## config.mk

```make
export PLATFORM = sky130hd
export DESIGN_NAME = sprite_oam_scanner
export DESIGN_NICKNAME = d
export VERILOG_FILES = /design/src/rtl/sprite_oam_scanner.sv
export SDC_FILE = /design/constraint.sdc
export NUM_CORES = 1
export LEC_CHECK = 0
export CORE_MARGIN = 2
export CORE_UTILIZATION = 45
export CTS_BUF_LIST = sky130_fd_sc_hd__clkbuf_16
export DETAILED_ROUTE_END_ITERATION = 10
export PLACE_DENSITY = 0.74
export SLEW_MARGIN = 40
export SYNTH_ARGS = -nofsm -noshare
export SYNTH_HDL_FRONTEND = slang
export SYNTH_SLANG_ARGS = --single-unit
```

## constraint.sdc

```tcl
create_clock -name i_clk -period 7.75 [get_ports i_clk]
set_input_delay 1.55 -clock i_clk [delete_from_list [all_inputs] [get_ports i_clk]]
set_output_delay 1.55 -clock i_clk [all_outputs]
set_load 0.01 [all_outputs]
```

## src/rtl/sprite_oam_scanner.sv

```systemverilog
// Per-line OAM scanner: Y-range checks every entry against LY and hands the first
// MAX_SPRITES hits to the X matchers. Define SPRITE_SCAN_EARLY_STOP_EN to end the scan once all slots are full.
module sprite_oam_scanner #(
    parameter int NUM_OAM     = 40,
    parameter int MAX_SPRITES = 10,
    parameter int IDX_W       = 6
) (
    input  logic                   i_clk,
    input  logic                   i_reset,
    input  logic                   i_line_start,
    input  logic [7:0]             i_ly,
    input  logic                   i_obj_tall,
    output logic                   o_oam_rd,
    output logic [IDX_W-1:0]       o_oam_idx,
    input  logic [7:0]             i_oam_y,
    input  logic [7:0]             i_oam_x,
    output logic [MAX_SPRITES-1:0] o_store_slot,
    output logic [7:0]             o_store_x,
    output logic [IDX_W-1:0]       o_store_idx,
    output logic [3:0]             o_store_row,
    output logic [MAX_SPRITES-1:0] o_slot_valid,
    output logic [3:0]             o_sprite_cnt,
    output logic                   o_scan_busy,
    output logic                   o_scan_done
);

    typedef enum logic [1:0] {IDLE, SCAN, DRAIN} stateT;

    localparam logic [IDX_W-1:0]       LAST_IDX = IDX_W'(NUM_OAM - 1);
    localparam logic [3:0]             MAX_CNT  = 4'(MAX_SPRITES);
    localparam logic [MAX_SPRITES-1:0] ONE_SLOT = MAX_SPRITES'(1);

    stateT                  r_state;
    logic [7:0]             r_ly;
    logic                   r_tall;
    logic                   r_cmpValid;
    logic [IDX_W-1:0]       r_cmpIdx;
    logic                   r_oamRd;
    logic [IDX_W-1:0]       r_oamIdx;
    logic [MAX_SPRITES-1:0] r_storeSlot;
    logic [7:0]             r_storeX;
    logic [IDX_W-1:0]       r_storeIdx;
    logic [3:0]             r_storeRow;
    logic [MAX_SPRITES-1:0] r_slotValid;
    logic [3:0]             r_spriteCnt;
    logic                   r_scanBusy;
    logic                   r_scanDone;

    logic [8:0]             w_diff;
    logic [8:0]             w_limit;
    logic                   w_hit;
    logic                   w_full;
    logic                   w_accept;
    logic                   w_stopEarly;
    logic [MAX_SPRITES-1:0] w_slotBit;

    // Entries above the line make the 9-bit difference wrap high, so one compare covers both edges.
    assign w_diff    = {1'b0, r_ly} + 9'd16 - {1'b0, i_oam_y};
    assign w_limit   = r_tall ? 9'd16 : 9'd8;
    assign w_hit     = r_cmpValid && (w_diff < w_limit);
    assign w_full    = (r_spriteCnt == MAX_CNT);
    assign w_accept  = w_hit && !w_full && !i_line_start;
    assign w_slotBit = ONE_SLOT << r_spriteCnt;

`ifdef SPRITE_SCAN_EARLY_STOP_EN
    assign w_stopEarly = w_accept && (r_spriteCnt == MAX_CNT - 4'd1);
`else
    assign w_stopEarly = 1'b0;
`endif

    // A line_start pulse restarts the scan from any state and discards the compare in flight.
    always_ff @(posedge i_clk) begin
        if (i_reset) begin
            r_state     <= IDLE;
            r_ly        <= '0;
            r_tall      <= 1'b0;
            r_cmpValid  <= 1'b0;
            r_cmpIdx    <= '0;
            r_oamRd     <= 1'b0;
            r_oamIdx    <= '0;
            r_storeSlot <= '0;
            r_storeX    <= '0;
            r_storeIdx  <= '0;
            r_storeRow  <= '0;
            r_slotValid <= '0;
            r_spriteCnt <= '0;
            r_scanBusy  <= 1'b0;
            r_scanDone  <= 1'b0;
        end else begin
            r_storeSlot <= '0;
            r_scanDone  <= 1'b0;
            r_cmpValid  <= r_oamRd;
            r_cmpIdx    <= r_oamIdx;

            if (w_accept) begin
                r_storeSlot <= w_slotBit;
                r_storeX    <= i_oam_x;
                r_storeIdx  <= r_cmpIdx;
                r_storeRow  <= w_diff[3:0];
                r_slotValid <= r_slotValid | w_slotBit;
                r_spriteCnt <= r_spriteCnt + 4'd1;
            end

            case (r_state)
                IDLE: begin
                    r_oamRd <= 1'b0;
                end
                SCAN: begin
                    if ((r_oamIdx == LAST_IDX) || w_stopEarly) begin
                        r_oamRd <= 1'b0;
                        r_state <= DRAIN;
                    end else begin
                        r_oamIdx <= r_oamIdx + 1'b1;
                    end
                end
                DRAIN: begin
                    r_state    <= IDLE;
                    r_scanBusy <= 1'b0;
                    r_scanDone <= 1'b1;
                end
                default: r_state <= IDLE;
            endcase

            if (i_line_start) begin
                r_ly        <= i_ly;
                r_tall      <= i_obj_tall;
                r_oamIdx    <= '0;
                r_oamRd     <= 1'b1;
                r_cmpValid  <= 1'b0;
                r_storeSlot <= '0;
                r_slotValid <= '0;
                r_spriteCnt <= '0;
                r_scanBusy  <= 1'b1;
                r_scanDone  <= 1'b0;
                r_state     <= SCAN;
            end
        end
    end

    assign o_oam_rd     = r_oamRd;
    assign o_oam_idx    = r_oamIdx;
    assign o_store_slot = r_storeSlot;
    assign o_store_x    = r_storeX;
    assign o_store_idx  = r_storeIdx;
    assign o_store_row  = r_storeRow;
    assign o_slot_valid = r_slotValid;
    assign o_sprite_cnt = r_spriteCnt;
    assign o_scan_busy  = r_scanBusy;
    assign o_scan_done  = r_scanDone;

endmodule

```

Word level (Yosys, flattened, before mapping)
Index checks and enable logic that the tools add are counted.
- add/sub/neg operators: 4
- bitwise logic cells: 4
- mux-type cells: 10
- shift operators: 1
- reduce and logical (&&, ||, !) cells: 14
- $lt $le $gt $ge: 1
- equality and inequality tests: 7
- operators by type and width (kind ; count):
    $or A10 B10 Y10 ; 1
    $shl A1 B4 Y10 const A ; 1
    $add A8 B5 Y9 const B ; 1
    $lt A9 B5 Y1 ; 1
    $sub A9 B8 Y9 ; 1
    $reduce_and A2 Y1 ; 4
    $add A6 B1 Y6 const B ; 1
    $eq A6 B6 Y1 const B ; 1
    $mux W1 ; 6
    $mux W5 ; 1
    $add A4 B1 Y4 const B ; 1
    $eq A4 B4 Y1 const B ; 1
    $ne A2 B2 Y1 const B ; 2
    $pmux W2 S2 ; 1
    $logic_and A1 B1 Y1 ; 3
    $ne A3 B3 Y1 const B ; 1
    $not A1 Y1 ; 3
    $reduce_bool A3 Y1 ; 1
    $reduce_or A3 Y1 ; 1
    $eq A2 B1 Y1 const B ; 1
    $eq A2 B2 Y1 const B ; 1
    $logic_not A1 Y1 ; 2
    $logic_not A2 Y1 ; 1
    $mux W2 ; 1
    other kinds (3) ; 3
- output and inout bits: 51
- logic and storage cells: 57
- flip-flop bits (word level): 69

Logic depth before layout (Yosys ltp)
Gate-level depths: netlist of run 1.
- depth after elaboration: 8
- gate-level depth with buffers: 15

Worst setup path after synthesis of run 1
Ideal clock, no wire load.
- path kind: input-to-reg
- start point: input port i_oam_y[2]
- end point: register r_storeX[0], in the netlist o_store_x[0]
- library setup time: 132 ps
- slack: 3427 ps
- arrival time: 4190 ps
- stages: 14
- cells stage by stage: inv_1 > ha_1 > ha_1 > a21o_1 > a21oi_1 > xnor2_1 > ha_1 > a311oi_4 > nand4b_4 > or4_1 > buf_2 > buf_2 > o21ai_0 > a21oi_1
- cells in the longest elaborated chain, start to end: 5
- ends and longest elaborated chain (what ; line ; source):
    from (decl) ; 15 ; input logic [7:0] i_oam_y,
    $sub A9 B8 Y9 ; 58 ; assign w_diff = {1'b0, r_ly} + 9'd16 - {1'b0, i_oam_y};
    $lt A9 B5 Y1 ; 60 ; assign w_hit = r_cmpValid && (w_diff < w_limit);
    $logic_and A1 B1 Y1 ; 60 ;
    $logic_and A1 B1 Y1 (2 in a row) ; 62 ; assign w_accept = w_hit && !w_full && !i_line_start;
    to (signal assigned) ; 97 ; r_storeX <= i_oam_x;
    to (decl) ; 41 ; logic [7:0] r_storeX;
No other way between the ends.
A chain may end at the register's enable or synchronous reset.

Worst setup path in the final report of run 1
- start point: input port i_oam_y[2]
- end point: register r_slotValid[3], in the netlist o_slot_valid[3]
- cells in the longest elaborated chain, start to end: 5
- ends and longest elaborated chain (what ; line ; source):
    $sub A9 B8 Y9 ; 58 ;
    $lt A9 B5 Y1 ; 60 ;
    $logic_and A1 B1 Y1 ; 60 ;
    $logic_and A1 B1 Y1 (2 in a row) ; 62 ;
    to (signal assigned) ; 100 ; r_slotValid <= r_slotValid | w_slotBit;
    to (decl) ; 44 ; logic [MAX_SPRITES-1:0] r_slotValid;
No other way between the ends.

==> results.txt, run 1 <==
Number of synthesized flops with an enable pin -> 0
P&R area growth vs syn -> 36.2%
Post-CTS sizing -> 0
Largest net degree at the start of global routing -> 46
CTS buffer count -> 9
Fin crit share -> 0.634
Largest family of logic cells by synthesized area -> simple AND/OR/NAND/NOR gates
Clock skew -> 0.00390 ns
Fin worst setup slack -> 2.84 ns
Slew @ Worst Pin -> 0.774 ns
DRC violations left -> 0
Top post-synthesis cells by count -> 69 x dfxtp_1, 28 x nor2_1, 27 x a21oi_1, 23 x ha_1, 20 x nand3_1
Fraction of the mapped netlist area in adder cells -> 0.100
Syn Nets -> 375
Post-DP HPWL -> 4690 um
First-pass DRT Iterations -> 4
Fmax -> 204 MHz
Mux contribution to synthesized area -> 0.0358
Psw -> 211 uW
Hold Crit Class -> reg -> reg
Crit path top cell by count -> ha_1
Mapped Avg Cell Area -> 9.52 um2
Via Count -> 2555
Worst rel slew slack -> 0.482
Via density -> 5.35
Layout cell share with drive strength beyond 1 -> 0.0829
Critical path endpoint category -> flop
Worst EP arrival -> 5.13 ns
First-pass GRT wire length -> 11400 um
Hold_ws -> 0.444 ns
Slowest CP cell -> nor4_4
Outcome -> completed
Seq pwr share -> 0.421
Top cells by area, synth -> dfxtp_1 45%, ha_1 9.4%, a21oi_1 4.4%, mux2i_1 3.6%, nor2_1 3.4%
Initial antenna violation count -> 0
Hold_buf cts -> 0
Critical path startpoint category -> primary input
Final nets -> 445
Area share of the largest cell type after synthesis -> 0.449
Predominant post-synthesis flop cell -> dfxtp_1
Period minus WS final -> 4.91 ns
Setup Fix Bufs, Post-CTS -> 0
Gr usage total -> 0.190
Initial Utilization -> 0.458
CTS tree -> done
Setup TNS -> 0 ns
Crit path largest cell delay -> 0.51 ns
Starting DRT DRC Count -> 150
Drt wl/cell -> 14.0 um
DP Worst Slack -> 2.52 ns
Row cnt -> 30
Top cell type by total area after synthesis -> dfxtp_1
Final slew viol count -> 0
Die W -> 86.7 um
Post-DRT Antenna Nets -> 0
CP cell instances -> clkdlybuf4s50_1 > inv_1 > ha_1 > ha_1 > a21o_1 > a21oi_1 > xnor2_1 > ha_1 > a311oi_4 > nand4b_4 > nor4_4 > buf_6 > nand2_1 > o31ai_1
Clock latency on the worst-skew pair -> 0.32 ns
Unrepaired setup endpoints after global routing -> no
Die ar. -> 0.00751 mm2
Core region area -> 0.00672 mm2
Syn Inst Count -> 323
XOR/XNOR share of the synthesized area -> 0.0256
Maximum vdd drop -> 0.133 mV
GRT overflow -> 0
WL final -> 6710 um
Top-count cell post-synth -> dfxtp_1
H-tree lvl count -> 3
CTS Buffer Depth -> 2
CTS Sinks -> 69
Final setup fails -> 0
Clock root cell -> clkbuf_16
P_leak -> 0.00160 uW
Logic pwr share -> 0.108
Yosys cell types -> 47
PwrDens -> 205 mW/mm2
# diodes -> 0
CTS clk-pin slew, worst paths -> 0.06 ns
Worst EP required -> 7.97 ns
Largest fanout on the critical path -> 12
Max-Cap Viols -> 0
Number of synthesized register bits -> 69
Sw Share -> 0.245
Sequential-to-total area share from yosys stat -> 0.449
Final Wtd Congestion -> 0.737
Simple-gate area share of the yosys netlist -> 0.189
Clk pwr share -> 0.471
Vias in the first global route -> 2518
Area fraction in compound gates after synthesis -> 0.146
IO Port Bufs -> 78
Synth warn -> 0
Mapped Area -> 0.00308 mm2
Ys async rst share -> 0
Final hold vios -> 0
Die H -> 86.7 um
Internal cell power -> 650 uW
Kind of critical path -> in -> reg
IO Count -> 79
==> cell usage in the layout, fill, tap and decap left out, types with 9 or more instances in the layout <==
cell type	count
dfxtp_1	69
inv_1	16
mux2i_1	11
ha_1	23
o21ai_0	19
clkdlybuf4s50_1	78
clkbuf_16	9
a21oi_1	27
nor2_1	28
nor3_1	11
nand3_1	19
==> flip-flops by register name, indices dropped and copies added (netlist names) <==
| signal | cells |
|---|---|
| o_oam_idx | 6 |
| o_oam_rd | 1 |
| o_scan_busy | 1 |
| o_scan_done | 1 |
| o_slot_valid | 10 |
| o_sprite_cnt | 4 |
| o_store_idx | 6 |
| o_store_row | 4 |
| o_store_slot | 10 |
| o_store_x | 8 |
| r_cmpIdx | 6 |
| r_cmpValid | 1 |
| r_ly | 8 |
| r_state | 2 |
| r_tall | 1 |
==> worst paths after layout <==
check / from / end / slack (ns) / cells past startpoint
min: r_cmpIdx[0] / o_store_idx[0] / 0.44 / 2
max reg2reg: r_ly[2] / o_slot_valid[3] / 4.25 / 12
max: i_oam_y[2] / o_slot_valid[3] / 2.84 / 14
min reg2reg: r_cmpIdx[0] / o_store_idx[0] / 0.44 / 2
==> power groups by stage <==
stage	Sequential (uW)	Combinational, uW	Clock (uW)
2_1_floorplan	370	65.1	0
3_3_place_gp	370	91.8	0
3_5_place_dp	370	92.9	0
4_1_cts	362	93.0	412
5_1_grt	363	105	427
6_report	362	93.0	405
==> area by class of cell <==
class                   count  area (um2)
fillers                   575        2530
well taps                  80         100
clock inverters             7        73.8
multi-input cells         215        1530
flip-flops and latches     69        1380
repair buffers             81         807
clock buffers               9         225
inverters                  17        68.8
==> logic make-up after synthesis <==
group / count (synthesis)
and+or+nand+nor: 102
AOI/OAI and AO/OA: 69
adders and majority gates: 24
DFF: 69
xor gates and xnor gates: 9
muxes: 11
buffers and inverters: 39
==> per-stage QoR <==
step / power [uW] / area (um2) / utilization / instances
floorplan: 435 / 3080 / - / 323
global placement: 462 / 3870 / 0.576 / 461
detailed placement: 463 / 3880 / 0.578 / 462
CTS: 868 / 4180 / 0.623 / 478
global route: 894 / 4190 / 0.623 / 478
finish: 861 / 4190 / 0.623 / 478
==> routing by layer <==
layer | GRT usage | up-vias | wire length (um)
li1 | - | 1286 | -
met1 | 0.233 | 1188 | 3090
met2 | 0.320 | 70 | 3210
met3 | 0.0467 | 11 | 296
met4 | 0.0739 | 0 | 113
met5 | 0 | - | 0
==> critical path: cells and delay by family <==
kind / cells / cell delay [ns]
XOR/XNOR: 1 / 0.09
adder cells (fa/ha/maj): 3 / 0.87
buffers and inverters: 3 / 0.72
AND/OR/NAND/NOR: 3 / 0.94
AO/OA/AOI/OAI: 4 / 0.94
No activity file was read; power rests on OpenSTA's default activity.
==> run 2, diff against run 1 <==
clock period = 4.6 ns   (was 7.75 ns; I/O delays follow)
==> results.txt, run 2 (synthesis gave the netlist of run 1 again) <==
Outcome -> completed
Final Wtd Congestion -> 0.783 (+6.3%)
Highest-count cells in the layout ignoring fill and taps -> 78 x clkdlybuf4s50_1, 69 x dfxtp_1, 28 x nor2_1
Final hold vios -> 0 (unchanged)
Starting DRT DRC Count -> 86 (-43%)
Initial Utilization -> 0.458 (unchanged)
Setup Fix Bufs, Post-CTS -> 0 (unchanged)
Seq pwr share -> 0.438 (+0.017)
CTS tree -> done
CTS Sinks -> 69 (unchanged)
Logic pwr share -> 0.116 (+0.008)
IO Port Bufs -> 78 (unchanged)
CTS Buffer Depth -> 2 (unchanged)
Unrepaired setup endpoints after global routing -> no
Initial antenna violation count -> 0 (unchanged)
Row cnt -> 30 (unchanged)
Worst EP arrival -> 4.19 ns (-0.94 ns)
Post-DP HPWL -> 4740 um (+1.2%)
Final setup fails -> 0 (unchanged)
Fin crit share -> 0.869
Hold_buf cts -> 0 (unchanged)
Clock skew -> 0.00808 ns (+0.00418 ns)
Layout cell share with drive strength beyond 1 -> 0.0848 (+0.00187)
Fillers -> 553 (-3.8%)
GRT overflow -> 0 (unchanged)
IO Count -> 79 (unchanged)
Via density -> 5.33 (-0.27%)
Hold_ws -> 0.445 ns (+0.00176 ns)
H-tree lvl count -> 3 (unchanged)
Total Power Consumption -> 1390 uW (+62%)
Sw Share -> 0.253 (+0.00785)
Hold Crit Class -> reg -> reg
Setup TNS -> 0 ns (unchanged)
P&R area growth vs syn -> 35.8%
Critical path startpoint category -> primary input
PwrDens -> 333 mW/mm2 (+62%)
Critical path endpoint category -> flop
# diodes -> 0 (unchanged)
Gr usage total -> 0.191 (+0.000751)
Clock latency on the worst-skew pair -> 0.32 ns (about the same)
Maximum vdd drop -> 0.243 mV (+82%)
Fmax -> 250 MHz
Post-DRT Antenna Nets -> 0 (unchanged)
DP Area -> 0.00390 mm2 (+0.48%)
Clock root cell -> clkbuf_16
Wire length on met2 -> 3290 um (+2.6%)
Die W -> 86.7 um (unchanged)
M1 WL -> 2990 um (-3.3%)
Commonest non-fill, non-tap cell in the layout -> clkdlybuf4s50_1
Largest fanout on the critical path -> 17 (+5)
Clk pwr share -> 0.445 (-0.026)
Internal cell power -> 1040 uW (+60%)
CTS buffer count -> 9 (unchanged)
Final nets -> 448 (+0.67%)
Drt wl/cell -> 13.9 um (-0.86%)
DR top layer -> met4
Core region area -> 0.00672 mm2 (unchanged)
Psw -> 352 uW (+67%)
Worst EP required -> 4.79 ns (-3.18 ns)
WL final -> 6690 um (-0.24%)
DRC violations left -> 0 (unchanged)
Design Area, Final -> 0.00418 mm2 (-0.27%)
Die H -> 86.7 um (unchanged)
Kind of critical path -> in -> reg
Slew @ Worst Pin -> 0.746 ns (-0.0280 ns)
Largest net degree at the start of global routing -> 46 (unchanged)
Die ar. -> 0.00751 mm2 (unchanged)
First-pass DRT Iterations -> 5 (+1)
First-pass GRT wire length -> 11200 um (-2.1%)
Final slew viol count -> 0 (unchanged)
DP Worst Slack -> 0.299 ns (-2.22 ns)
CTS clk-pin slew, worst paths -> 0.06 ns (about the same)
Period minus WS final -> 4.00 ns
P_leak -> 0.00159 uW (-0.41%)
Max-Cap Viols -> 0 (unchanged)
Post-CTS sizing -> 0 (unchanged)
Fin worst setup slack -> 0.604 ns (-2.24 ns)
Via Count -> 2564 (+0.35%)
Worst rel slew slack -> 0.501 (+0.0187)
Routed wl met3 -> 294 um (-0.68%)
Vias in the first global route -> 2428 (-3.6%)
-- run 2: worst max-delay path, cell delays in order --
cell and delay, ns:
clkdlybuf4s50_1 0.45, inv_1 0.04, ha_1 0.33, ha_1 0.34
a21o_1 0.17, a21oi_1 0.17, xnor2_1 0.08, ha_1 0.21
a311oi_4 0.25, nand4b_4 0.17, or4_1 0.57, buf_4 0.23
o21ai_0 0.18, a21oi_1 0.09
-- run 2: layer usage --
layer / track usage / vias up
met5: 0 / -
met4: 0.0852 / 0
met3: 0.0438 / 10
met2: 0.321 / 64
met1: 0.232 / 1203
li1: - / 1287
-- run 2: cell type report --
class / count / area, um2 / area share
clock buffers: 9 / 225 / 0.0539
clock inverters: 7 / 50.0 / 0.0120
well taps: 80 / 100 / 0.0240
repair buffers: 84 / 826 / 0.198
inverters: 17 / 68.8 / 0.0165
multi-input cells: 215 / 1530 / 0.365
flip-flops and latches: 69 / 1380 / 0.331
-- run 2: final timing paths --
kind	startpoint	endpoint	slack, ns	cells past startpoint
worst max-delay path	i_oam_y[2]	o_store_idx[5]	0.60	14
worst min-delay path	r_cmpIdx[3]	o_store_idx[3]	0.45	2
worst max register to register	r_ly[2]	o_store_idx[5]	1.39	12
worst min register to register	r_cmpIdx[3]	o_store_idx[3]	0.45	2
-- run 2: power by group through the flow --
stage | registers (uW) | logic, uW | clock network [uW]
2_1_floorplan | 623 | 110 | 0
3_3_place_gp | 623 | 159 | 0
3_5_place_dp | 623 | 162 | 0
4_1_cts | 610 | 163 | 630
5_1_grt | 611 | 180 | 667
6_report | 610 | 162 | 620
-- run 2: per-stage QoR --
step,util,cells
global route,0.622,481
detailed placement,0.581,465
CTS,0.622,481
finish,0.622,481
floorplan,-,323
global placement,0.581,465
==> run 3, diff against run 2 <==
CELL_PAD_IN_SITES_DETAIL_PLACEMENT = 0   (was not set)
CELL_PAD_IN_SITES_GLOBAL_PLACEMENT = 1   (was not set)
CORE_UTILIZATION = 37   (was 45)
PLACE_DENSITY = not set   (was 0.74)
PLACE_DENSITY_LB_ADDON = 0.1   (was not set)
==> results.txt, run 3 (synthesis gave the netlist of run 1 again) <==
Outcome -> completed
H-tree lvl count -> 3 (unchanged)
Row cnt -> 33 (+10%)
Period minus WS final -> 3.96 ns (-0.0391 ns)
Largest fanout on the critical path -> 17 (unchanged)
Final Wtd Congestion -> 0.785 (+0.24%)
Layout cell share with drive strength beyond 1 -> 0.0918 (+0.00702)
Unrepaired setup endpoints after global routing -> no
Die ar. -> 0.00906 mm2 (+21%)
Fillers -> 780 (+41%)
Slew @ Worst Pin -> 0.511 ns (-0.235 ns)
Commonest non-fill, non-tap cell in the layout -> clkdlybuf4s50_1
GR Util met1 -> 0.202 (-0.0302)
Post-DRT Antenna Nets -> 0 (unchanged)
Setup TNS -> 0 ns (unchanged)
Crit path largest cell delay -> 0.55 ns (-0.02 ns)
CTS buffer count -> 9 (unchanged)
CTS tree -> done
Worst rel slew slack -> 0.659 (+0.158)
Final slew viol count -> 0 (unchanged)
CTS Sinks -> 69 (unchanged)
Critical path endpoint category -> flop
Design Area, Final -> 0.00428 mm2 (+2.4%)
Register area -> 0.00138 mm2 (unchanged)
# diodes -> 0 (unchanged)
Fmax -> 253 MHz (+0.99%)
Slowest CP cell -> or4_1
CP bufs+invs -> 3 (unchanged)
Drt wl/cell -> 13.7 um (-1.2%)
First-pass GRT wire length -> 11300 um (+1.1%)
Via density -> 4.92 (-7.7%)
Core region area -> 0.00813 mm2 (+21%)
Initial Utilization -> 0.378 (-0.0796)
IO Count -> 79 (unchanged)
PwrDens -> 357 mW/mm2 (+7.0%)
CP cell instances -> clkdlybuf4s50_1 > inv_1 > ha_1 > ha_1 > a21o_1 > a21oi_1 > xnor2_1 > ha_1 > a311oi_4 > nand4b_4 > or4_1 > buf_4 > o21ai_0 > a21oi_1
Busiest grt layer -> met2
Initial antenna violation count -> 0 (unchanged)
Clock root cell -> clkbuf_16
GRT overflow -> 0 (unchanged)
Crit path top cell by count -> ha_1
P_leak -> 0.00163 uW (+2.5%)
Max-Cap Viols -> 0 (unchanged)
First-pass DRT Iterations -> 4 (-1)
Worst EP required -> 4.80 ns (about the same)
P&R area growth vs syn -> 39.1%
GRT met2 Usage -> 0.266 (-0.0551)
CTS clk-pin slew, worst paths -> 0.06 ns (about the same)
GR Layer Usage met3 -> 0.0387 (-0.00507)
Hold_buf cts -> 0 (unchanged)
Final nets -> 450 (+0.45%)
CTS Buffer Depth -> 2 (unchanged)
Setup Fix Bufs, Post-CTS -> 0 (unchanged)
Starting DRT DRC Count -> 68 (-21%)
Worst EP arrival -> 4.15 ns (-0.04 ns)
Post-DP HPWL -> 5010 um (+5.7%)
Final setup fails -> 0 (unchanged)
Via Count -> 2499 (-2.5%)
DRC violations left -> 0 (unchanged)
Post-CTS sizing -> 0 (unchanged)
Gr usage total -> 0.163 (-0.0275)
Crit path max-delay family -> adder cells
Largest net degree at the start of global routing -> 38 (-17%)
Final hold vios -> 0 (unchanged)
Vias in the first global route -> 2386 (-1.7%)
Critical path startpoint category -> primary input
Maximum vdd drop -> 0.217 mV (-11%)
Multi-input gate area -> 0.00153 mm2 (+0.16%)
Die W -> 95.2 um (+9.8%)
Kind of critical path -> in -> reg
Hold Crit Class -> reg -> reg
Fin crit share -> 0.860 (-0.00850)
Clock latency on the worst-skew pair -> 0.33 ns (about the same)
Die H -> 95.2 um (+9.8%)
DP Area -> 0.00395 mm2 (+1.3%)
WL final -> 6980 um (+4.3%)
IO Port Bufs -> 78 (unchanged)
Clock skew -> 0.00619 ns (-0.00188 ns)
Highest-count cells in the layout ignoring fill and taps -> 78 x clkdlybuf4s50_1, 69 x dfxtp_1, 27 x a21oi_1, 27 x nor2_1, 23 x ha_1
==> run 3: cell count changes in the layout (fill, tap and decap cells not counted), sizes merged <==
cell,before,now
buf,6,8
bufinv,0,2
clkinv,3,0
clkinvlp,3,1
inv,18,21
==> run 3: layout make-up <==
type,instances,area share
Multi-Input combinational cell,215,0.357
Sequential cell,69,0.323
Timing Repair Buffer,86,0.196
Clock buffer,9,0.0526
Tap cell,105,0.0307
Clock inverter,7,0.0240
Inverter,17,0.0161
==> run 3: stage by stage <==
step,util,setup WS (ns),instances,hold WS (ns),total power [uW]
after floorplan,-,0.907,323,0.429,732
after global placement,0.485,0.317,492,0.437,789
after CTS,0.526,0.631,508,0.449,1550
after detailed placement,0.486,0.290,492,0.439,790
final,0.526,0.643,508,0.449,1530
after global routing,0.526,0.470,508,0.456,1590
==> run 3: routing by layer <==
| metal | vias to the layer above | share of wire |
|---|---|---|
| li1 | 1282 | - |
| met1 | 1147 | 0.46 |
| met2 | 61 | 0.46 |
| met3 | 9 | 0.053 |
| met4 | 0 | 0.019 |
| met5 | - | 0 |
==> run 3: path summary, 6_finish.rpt <==
path,from,endpoint,slack (ns),cells after the start
worst max-delay path,i_oam_y[2],o_store_row[1],0.64,14
worst min-delay path,r_cmpIdx[4],o_store_idx[4],0.45,2
worst max register to register,r_ly[2],o_store_row[1],1.42,12
worst min register to register,r_cmpIdx[4],o_store_idx[4],0.45,2
==> run 3: report_power, final <==
part           switching [uW]  internal (uW)
Combinational            92.4           72.9
Sequential               4.85            605
Clock                     270            482
Total                     367           1160
==> run 3: worst reg2reg max path: stages, from the launching register on <==
cell,delay [ns]
dfxtp_1,0.32
ha_1,0.32
ha_1,0.34
a21o_1,0.17
a21oi_1,0.16
xnor2_1,0.09
ha_1,0.21
a311oi_4,0.25
nand4b_4,0.16
or4_1,0.56
buf_4,0.23
o21ai_0,0.17
a21oi_1,0.09
==> patch 1: new RTL, config.mk and constraints of run 3 <==
Add a define of `SPRITE_SCAN_EARLY_STOP_EN`.
--- a/src/rtl/sprite_oam_scanner.sv
+++ b/src/rtl/sprite_oam_scanner.sv
@@ -1,4 +1,6 @@
 // Per-line OAM scanner: Y-range checks every entry against LY and hands the first
 // MAX_SPRITES hits to the X matchers. Define SPRITE_SCAN_EARLY_STOP_EN to end the scan once all slots are full.
+`define SPRITE_SCAN_EARLY_STOP_EN
+
 module sprite_oam_scanner #(
     parameter int NUM_OAM     = 40,
Function: same outputs for any inputs over 10 cycles, from zero or initial values and one cycle with i_reset high; that may be too few to reach the edited logic, so the function may still have changed.
==> patch 1 against run 3 <==
- sequential cell count did not move
- worst setup slack better by 0.081 ns
- sequential power hardly changed
- design area down 2.6%
- highest routed layer unchanged
- combinational power shrank 20%
- critical path type unchanged
- final cell count up 3.5%
- clock skew is 0.0028 ns lower
- synthesized area down 2.7%
- via count rose by 1.6%
- power is 10% lower
- routed wire length shrank 0.77%
==> patch 1: results (changes against run 3) <==
[critical_path]
cpMaxStageDelayCell = clkdlybuf4s50_1
cp_data_arrival_time_ns = 4.10  ; -0.05 ns
max_stage_delay_ns = 0.47  ; -0.08 ns
reg2reg_to = o_oam_idx[2]
rr_worst_depth = 11  ; -1
worstPathMaxFanout = 8  ; -9
r2r_slack_ns = 1.53  ; +0.11 ns
path_delay_family = compound AO/OA/AOI/OAI gates
r2r-start = r_ly[1]

[finish]
nets = 471  ; +4.7%
drive_above_1_share_pct = 6.37  ; -2.8 points

[logic_synthesis]
syn-num-nets = 390  ; +4.0%
synth_area_leaders = dfxtp_1, ha_1, nor2_1
synth_mux_area_share_pct = 3.34  ; -0.24 points
synthTopCellsByCount = dfxtp_1, nor2_1, nand2_1, a21oi_1, ha_1
synth_compound_area_share_pct = 14.1  ; -0.52 points
yosysSeqAreaShare_pct = 46.2  ; +1.2 points
synth_xor_area_share_pct = 1.17  ; -1.4 points
yosys.area_share.adder_pct = 10.3  ; +0.28 points
synth_warnings = 0  ; unchanged
ys_types = 45  ; -4.3%

[grt]
grt_max_degree = 35  ; -7.9%
grt_pass1_wl_mm = 11.7  ; +3.2%
track_usage_pct = 16.8  ; +0.54 points
grt_pass1_vias = 2469  ; +3.5%

[worst_hold_path]
hold_path_depth = 2  ; unchanged
holdPathEnd = o_store_idx[5]
hp-start = r_cmpIdx[5]

[power]
leakagePower_nw = 1.60  ; -2.2%
internal-power_w = 0.00104  ; -11%
ir_drop_mv = 0.183  ; -16%

[place]
place_hpwl_mm = 4.98  ; -0.70%
gp_congestion = 0.802  ; +2.2%
placedInstanceArea_um2 = 3890  ; -1.5%
io_buffers = 78  ; unchanged

[timing]
hold_ws_ns = 0.443  ; -0.00529 ns
finClkSkew_ns = 0.00342  ; -0.00277 ns
relSlewSlack_pct = 52.6  ; -13 points

[clock_network]
clk_pin_slew_ns = 0.06  ; about the same
cts_resized = 0  ; unchanged
cts-root-buf = clkbuf_16
cts_max_path_buffers = 2  ; unchanged
clkLatencyLatePin_ns = 0.32

[outcome]
status = finished, final reports clean

[drt]
routed_wl_mm = 6.93  ; -0.77%
detail_route.vias_per_cell = 4.83  ; -1.9%
drtIter0Drc = 92  ; +35%
first_pass_iters = 4  ; unchanged

[patch 1: cell count changes in the layout (fill, tap and decap cells not counted), moves of 4 or more]
cell	delta
o31ai_1	-4
inv_1	+5
nor2_1	+22
a32o_1	-8
nand3_1	-16
o21ai_0	-11
a31oi_1	+9
xor2_1	-6
nor3_1	-10
nand2_1	+40
[patch 1: kinds of logic after synthesis]
| family | Yosys count |
|---|---|
| flops | 69 |
| simple gates | 131 |
| fa+ha+maj | 24 |
| buf+inv | 35 |
| xor+xnor | 4 |
| compound gates | 65 |
| mux | 10 |
[patch 1: worst max path at each step]
| stage | endpoint | startpoint | slack, ns |
|---|---|---|---|
| 2_1_floorplan | o_store_row[3] | i_oam_y[2] | 0.90 |
| 3_3_place_gp | o_oam_idx[2] | i_oam_y[1] | 0.45 |
| 3_5_place_dp | o_oam_idx[2] | i_oam_y[1] | 0.39 |
| 4_1_cts | o_sprite_cnt[3] | i_oam_y[2] | 0.72 |
| 5_1_grt | o_store_row[0] | i_oam_y[2] | 0.47 |
| 6_report | o_oam_idx[2] | i_oam_y[1] | 0.72 |
[patch 1: area by class of cell]
cell class                 instances  area, µm²
clock buffer                       9        225
multi-input combinational        234       1470
sequential                        69       1380
tap                              102        128
fill                             750       3600
clock inverter                     7       50.0
timing repair buffer              84        838
inverter                          21       78.8
[patch 1: worst register-to-register path, stage by stage, from the launching register on]
cell	delay (ns)
dfxtp_1	0.31
ha_1	0.27
ha_1	0.25
fa_1	0.42
a211oi_2	0.31
nor2_1	0.09
o211ai_1	0.32
nor4_4	0.09
buf_4	0.18
a211oi_4	0.41
a21oi_1	0.12
a31o_1	0.19
[patch 1: power groups by stage]
stage	clock network [W]	registers, W	logic, W
floorplan	0	0.000623	0.0000852
global placement	0	0.000623	0.000133
detailed placement	0	0.000623	0.000133
CTS	0.000653	0.000610	0.000134
global route	0.000674	0.000611	0.000148
finish	0.000629	0.000610	0.000132
[patch 1: layer usage]
layer  GRT usage (%)  up-vias  wire length (µm)
met3            5.06        8               355
met2            26.9       58              3130
li1                -     1300                 -
met4            4.71        0                67
met5               0        -                 0
met1            22.1     1172              3380
[patch 1: through the flow]
| step | worst slack (ns) | instances |
|---|---|---|
| 2_1_floorplan | 0.903 | 338 |
| 3_3_place_gp | 0.455 | 510 |
| 3_5_place_dp | 0.393 | 510 |
| 4_1_cts | 0.721 | 526 |
| 5_1_grt | 0.472 | 526 |
| 6_report | 0.725 | 526 |
==> patch 2: new RTL, config.mk and constraints of run 3 <==
Made on the original files. Encoding of `stateT`: now one-hot (3 bits for 3 states).
--- a/src/rtl/sprite_oam_scanner.sv
+++ b/src/rtl/sprite_oam_scanner.sv
@@ -25,5 +25,5 @@
 );
 
-    typedef enum logic [1:0] {IDLE, SCAN, DRAIN} stateT;
+    typedef enum logic [2:0] {IDLE = 3'b001, SCAN = 3'b010, DRAIN = 3'b100} stateT;
 
     localparam logic [IDX_W-1:0]       LAST_IDX = IDX_W'(NUM_OAM - 1);
Formal check against the unedited RTL: same outputs for any inputs over 10 cycles, from zero or initial values and one cycle with i_reset high; not proved beyond that.
==> patch 2 against run 3 <==
- worst setup slack worse by 0.17 ns
- sequential power up 1%
- maximum frequency down 4.2%
- design area up 0.94%
- synthesized area up 4.2%
- sequential cell count up 1
- combinational power down 22%
- sequential share of layout area up 0.16 points
- power down 6.8%
- routed wire length down 2.1%
- critical path type unchanged
- critical endpoint is now o_store_idx[4]
- highest routed layer unchanged
==> patch 2: results (changes against run 3) <==
[logic_synthesis]
ys_types = 43  ; -8.5%
yosysSeqAreaShare_pct = 43.7  ; -1.2 points
synth_mux_area_share_pct = 10.4  ; +6.8 points
yosys.area_share.adder_pct = 9.61  ; -0.40 points
synth_area_per_cell_um2 = 10.0  ; +5.2%
syn-num-nets = 372  ; -0.80%

[outcome]
status = finished, final reports clean

[grt]
grt_use_met2_pct = 24.0  ; -2.5 points
grt_pass1_wl_mm = 11.5  ; +1.5%
grtUsageMet3_pct = 4.03  ; +0.16 points
grt_max_degree = 39  ; +2.6%

[place]
dp.cells = 491  ; -0.20%

[worst_hold_path]
holdPathEnd = o_store_idx[3]

[power]
p_per_area_nw_per_um2 = 329  ; -7.7%
p_clk_w = 0.000677  ; -10%
power_frac_comb_pct = 9.0  ; -1.8 points
ir_drop_mv = 0.145  ; -33%

[drt]
drtIter0Drc = 48  ; -29%
routed_wl_mm = 6.84  ; -2.1%

[critical_path]
worstPathMaxFanout = 10  ; -7

[timing]
timing.fmax_ghz = 0.242  ; -4.2%
relSlewSlack_pct = 49.0  ; -17 points
hold_ws_ns = 0.462  ; +0.0136 ns

[finish]
drive_above_1_share_pct = 7.23  ; -1.9 points
n_fill_cell = 788  ; +1.0%

patch 2: changes by cell type after synthesis, moves of 4 or more:
cell / delta
a21oi_1: -21
nand3_1: -17
nand2_1: +4
o21ai_0: -13
nor3_1: -4
mux2i_1: +20
nand2b_1: +31
buf_2: -7
patch 2: cells by family (layout without fill, tap and decap cells):
kind of cell,Yosys count,count (layout)
flops,70,70
buf+inv,35,116
compound gates,36,36
xor+xnor,7,7
fa+ha+maj,24,24
simple gates,115,115
mux,33,33
patch 2: final cells by class:
class | count | area (µm²) | share of cell area (%)
Clock buffer | 9 | 225 | 5.21
Inverter | 18 | 67.6 | 1.56
Sequential cell | 70 | 1400 | 32.4
Timing Repair Buffer | 83 | 813 | 18.8
Multi-Input combinational cell | 215 | 1620 | 37.4
Tap cell | 105 | 131 | 3.04
Clock inverter | 6 | 63.8 | 1.48
